==> src/rtl/mp_add_seq.sv <==
// Multi-word add sequencer: streams operand words through an external adder one word
// per pass, chaining the carry between words and handing each result word downstream.
module mp_add_seq #(
  parameter int unsigned WIDTH  = 16,
  parameter int unsigned MAXW   = 4,
  parameter int unsigned SETTLE = 1
) (
  input  logic             clk,
  input  logic             rst_n,
  input  logic             start,
  input  logic [2:0]       nwords,
  input  logic             cin,
  input  logic [WIDTH-1:0] a_data,
  input  logic [WIDTH-1:0] b_data,
  input  logic             in_valid,
  output logic             in_ready,
  output logic [WIDTH-1:0] add_a,
  output logic [WIDTH-1:0] add_b,
  output logic             add_cin,
  input  logic [WIDTH-1:0] add_sum,
  input  logic             add_cout,
  output logic [WIDTH-1:0] sum_data,
  output logic             sum_valid,
  output logic             sum_last,
  input  logic             sum_ready,
  output logic             cout,
  output logic             busy,
  output logic             done,
  output logic             err
);

  localparam int unsigned IdxW       = (MAXW > 1) ? $clog2(MAXW) : 1;
  localparam logic [3:0]  SettleLast = 4'(SETTLE - 1);

  typedef enum logic [2:0] {StIdle, StWaitIn, StExec, StHold, StDone} state_e;

  state_e           state_q, state_d;
  logic [2:0]       nwords_q, nwords_d;
  logic [IdxW-1:0]  idx_q, idx_d;
  logic [3:0]       settle_q, settle_d;
  logic             carry_q, carry_d;
  logic             cout_q, cout_d;
  logic             err_q, err_d;
  logic             add_cin_q, add_cin_d;
  logic [WIDTH-1:0] add_a_q, add_a_d;
  logic [WIDTH-1:0] add_b_q, add_b_d;
  logic [WIDTH-1:0] sum_q, sum_d;

  logic nwords_ok;
  logic is_last;

  assign nwords_ok = (nwords != 3'd0) && (32'(nwords) <= MAXW);
  // idx_q is constant in HOLD, so sum_last stays stable while stalled
  assign is_last   = (3'(idx_q) == (nwords_q - 3'd1));

  always_comb begin
    state_d   = state_q;
    nwords_d  = nwords_q;
    idx_d     = idx_q;
    settle_d  = settle_q;
    carry_d   = carry_q;
    cout_d    = cout_q;
    err_d     = 1'b0;
    add_cin_d = add_cin_q;
    add_a_d   = add_a_q;
    add_b_d   = add_b_q;
    sum_d     = sum_q;
    case (state_q)
      StIdle: begin
        if (start) begin
          if (nwords_ok) begin
            nwords_d = nwords;
            carry_d  = cin;
            idx_d    = '0;
            cout_d   = 1'b0;
            state_d  = StWaitIn;
          end else begin
            err_d = 1'b1;
          end
        end
      end
      StWaitIn: begin
        if (in_valid) begin
          add_a_d   = a_data;
          add_b_d   = b_data;
          add_cin_d = carry_q;
          settle_d  = '0;
          state_d   = StExec;
        end
      end
      StExec: begin
        if (settle_q == SettleLast) begin
          sum_d   = add_sum;
          carry_d = add_cout;
          state_d = StHold;
        end else begin
          settle_d = settle_q + 4'd1;
        end
      end
      StHold: begin
        if (sum_ready) begin
          if (is_last) begin
            cout_d  = carry_q;
            state_d = StDone;
          end else begin
            idx_d   = idx_q + IdxW'(1);
            state_d = StWaitIn;
          end
        end
      end
      StDone:  state_d = StIdle;
      default: state_d = StIdle;
    endcase
  end

  always_ff @(posedge clk) begin
    if (!rst_n) begin
      state_q   <= StIdle;
      nwords_q  <= '0;
      idx_q     <= '0;
      settle_q  <= '0;
      carry_q   <= 1'b0;
      cout_q    <= 1'b0;
      err_q     <= 1'b0;
      add_cin_q <= 1'b0;
      add_a_q   <= '0;
      add_b_q   <= '0;
      sum_q     <= '0;
    end else begin
      state_q   <= state_d;
      nwords_q  <= nwords_d;
      idx_q     <= idx_d;
      settle_q  <= settle_d;
      carry_q   <= carry_d;
      cout_q    <= cout_d;
      err_q     <= err_d;
      add_cin_q <= add_cin_d;
      add_a_q   <= add_a_d;
      add_b_q   <= add_b_d;
      sum_q     <= sum_d;
    end
  end

  assign in_ready  = (state_q == StWaitIn);
  assign sum_valid = (state_q == StHold);
  assign sum_last  = sum_valid && is_last;
  assign busy      = (state_q != StIdle);
  assign done      = (state_q == StDone);
  assign err       = err_q;
  assign cout      = cout_q;
  assign add_a     = add_a_q;
  assign add_b     = add_b_q;
  assign add_cin   = add_cin_q;
  assign sum_data  = sum_q;

endmodule

==> config.mk <==
export PLATFORM = sky130hd
export DESIGN_NAME = mp_add_seq
export DESIGN_NICKNAME = d
export VERILOG_FILES = /design/src/rtl/mp_add_seq.sv
export SDC_FILE = /design/constraint.sdc
export NUM_CORES = 1
export LEC_CHECK = 0
export CORE_MARGIN = 2
export CORE_UTILIZATION = 45
export CTS_CLUSTER_DIAMETER = 40
export DETAILED_ROUTE_END_ITERATION = 7
export PLACE_DENSITY = 0.91
export SLEW_MARGIN = 20
export SYNTH_ARGS = -nofsm -noshare
export SYNTH_HDL_FRONTEND = slang
export SYNTH_SLANG_ARGS = --single-unit
export TNS_END_PERCENT = 30
==> constraint.sdc <==
create_clock -name clk -period 3.45 [get_ports clk]
set_clock_uncertainty 0.05 [all_clocks]
set_input_delay 0.345 -clock clk [delete_from_list [all_inputs] [get_ports clk]]
set_output_delay 0.345 -clock clk [all_outputs]
set_load 0.03 [all_outputs]
==> summary.txt <==
Run status
  – Status: finished, final reports clean

Yosys
  – Flops & latches, synth: 64
  – Post-synthesis cell count: 312
  – Prevailing post-synth register cell: dfxtp_1
  – Synth unique cells: 41
  – Net Count, Synth: 373
  – Post-synth EDFFs: 0
  – Synth async-reset ratio: 0%
  – Most frequent cells after synthesis: nand2_1, dfxtp_1, a21boi_1, clkbuf_1, nor2b_1
  – Syn_area_per_cell: 8.582 um^2
  – Most frequent cell after synthesis: nand2_1
  – Synth top area cells: dfxtp_1, nand2_1, a21boi_1
  – Synth area leader: dfxtp_1
  – YS warnings: 0
  – Netlist Area Pre-Place: 2678 um^2
  – Synth top area share: 47.85%
  – Seq/Total Area, Yosys: 47.85%

Final layout
  – Share of cells above drive strength 1: 5.687%
  – Antenna diodes: 0
  – Layout Nets: 479
  – P&R area growth vs syn: 48.79%
  – Fin area: about 4000 um^2

STA
  – Least-Margin Pin Slew: 0.9796 ns
  – Final setup viols: 0
  – RSZ-0062 raised after global routing: false
  – Headroom to the max-slew limit: roughly a third
  – WHS: roughly 0.40 ns
  – Sum of negative setup slack: 0 ns
  – Final hold vios: 0
  – Final period demand of the worst path: approximately 2.7 ns
  – Fmax: 368.3 MHz
  – Final Slew Violations: 0
  – Fin crit share: 78.70%

Floorplanning
  – Top-Level Pins: 114
  – Die height: around 80 um
  – Die area: around 6600 um^2
  – CORE AREA: 5851 um^2
  – Die Width: 81.14 um
  – Initial Utilization: 45.77%
  – Cell Rows: 28

Worst setup path
  – Startpoint Class: flip-flop
  – WP data required: slightly above 3 ns
  – Worst Setup End Kind: output port
  – Crit path launch: nwords_q[0]
  – R2r setup slk: 1.45 ns
  – Crit-path max cell delay: 0.68 ns
  – Arrival time worst endpoint: 2.32 ns
  – CP Cell Sequence: inv_1, ha_1, xor2_1, nand3_1, nor2b_1, clkdlybuf4s50_1
  – Critical path type: flip-flop to output port
  – CP max-delay cell: clkdlybuf4s50_1
  – CP Max Fanout: 8
  – R2R Path Start: state_q[0]

CTS
  – Num CTS Buffers: 9
  – Max clock buf depth: 2
  – Clock transition at path regs: 0.07 ns
  – CTS Sinks: 64
  – Post-CTS Repair Setup Buffers: 0
  – Clk Latency, worst-skew pair: 0.32 ns
  – PostCTS Resize Cnt: 0
  – CTS tree: built
  – Hold_buf cts: 0
  – Htree depth: 3
  – Clk Tree Root Cell: clkbuf_8

Global route
  – Grt total ovfl: 0
  – GRT Total Usage: 19.90%
  – First-pass GRT wire length: 10200 um
  – Vias in the first global route: between 2000 and 2500
  – Initial antenna violation count: 0
  – Largest net degree at the start of global routing: 67

Placement
  – HPWL reported at the end of detailed placement: about 4600 um
  – GPL Wtd Cong: 0.8108
  – Buffers on Ports: between 100 and 150
  – Placement-stage cell area: 3811 um^2

Route
  – Via count: 2474
  – Routed wire length: around 6500 um
  – Drt pass-1 iters: 6
  – DRT iter0 DRCs: 56
  – Routed len/inst: 12.99 um
  – Avg Vias per Cell: 4.978
  – Detailed-route DRC error count: 0
  – Final ANT Viol Nets: 0

Power
  – P_leak: 0.001436 uW
  – Pwr/cell area: around 420 nW/um^2
  – Worst ir drop on vdd: 0.2441 mV

Hold path
  – HP Start: add_a[1]
  – Min-delay worst type: flip-flop to flip-flop

Run
  – Max cap viols: 0
==> sequential cells by signal, indices dropped and copies added, names as in the netlist <==
name / cells
cout: 1
add_b: 16
sum_data: 16
idx_q: 2
carry_q: 1
err: 1
add_cin: 1
nwords_q: 3
add_a: 16
state_q: 3
settle_q: 4
==> cell type report <==
cell class,instances,area (um^2)
Inverter,5,18.77
Tap cell,75,93.84
Multi-Input combinational cell,224,1284
Timing Repair Buffer,114,1134
Clock buffer,12,155.1
Sequential cell,64,1281
Clock inverter,3,17.52
Fill cell,454,1867
==> power by group <==
part	switching, uW	total [uW]	internal (uW)
combinational	155	307	152
sequential	21.6	792	770
clock	270	564	294
==> cell families (layout without fill, tap and decap cells) <==
kind of cell | after synthesis | after routing | share of synthesized area [%]
simple gates | 147 | 147 | 25.19
mux | 5 | 5 | 1.916
xor+xnor | 6 | 6 | 1.963
compound gates | 63 | 63 | 17.48
fa+ha+maj | 3 | 3 | 1.402
flops | 64 | 64 | 47.85
buf+inv | 24 | 134 | 4.205
==> critical path, delay by kind of cell, from the launching register on <==
family | cells | cell delay [ns]
xor+xnor | 1 | 0.15
fa+ha+maj | 1 | 0.31
buf+inv | 2 | 0.74
flops | 1 | 0.37
simple gates | 2 | 0.42
==> placed cells by master (no fill, tap or decap), drive strengths merged, types with 2 or more instances in the layout <==
cell type	instances
or3	3
o21ai	3
nor3b	2
o2111ai	2
clkdlybuf4s50	112
mux2i	4
o31ai	2
nand3	5
nor2b	8
ha	3
xor2	3
nand2	110
inv	5
nor3	2
clkbuf	12
a21boi	50
xnor2	3
dfxtp	64
clkinv	2
buf	2
and2	3
nor2	6
==> through the flow <==
stage          utilization (%)  cells  power [uW]  worst slack (ns)
2_1_floorplan                -    312       975.6             1.573
6_report                 68.09    497        1662            0.7350
3_3_place_gp             65.14    482        1109             1.163
5_1_grt                  68.09    497        1741            0.5813
3_5_place_dp             65.14    482        1116             1.095
4_1_cts                  68.09    497        1682            0.7146
==> per-layer routing <==
metal / routed length (um) / track usage [%] / up-vias
li1: - / - / 1236
met1: 2709 / 23.32 / 1134
met2: 3164 / 34.05 / 90
met3: 474 / 5.667 / 14
met4: 108 / 8.305 / 0
met5: 0 / 0 / -
==> final timing paths <==
check,cells past startpoint,endpoint
worst max-delay path,6,sum_last
worst max register to register,4,settle_q[0]
worst min-delay path,2,add_a[1]
worst min register to register,2,add_a[1]
Power figures use the tool's default switching activity.
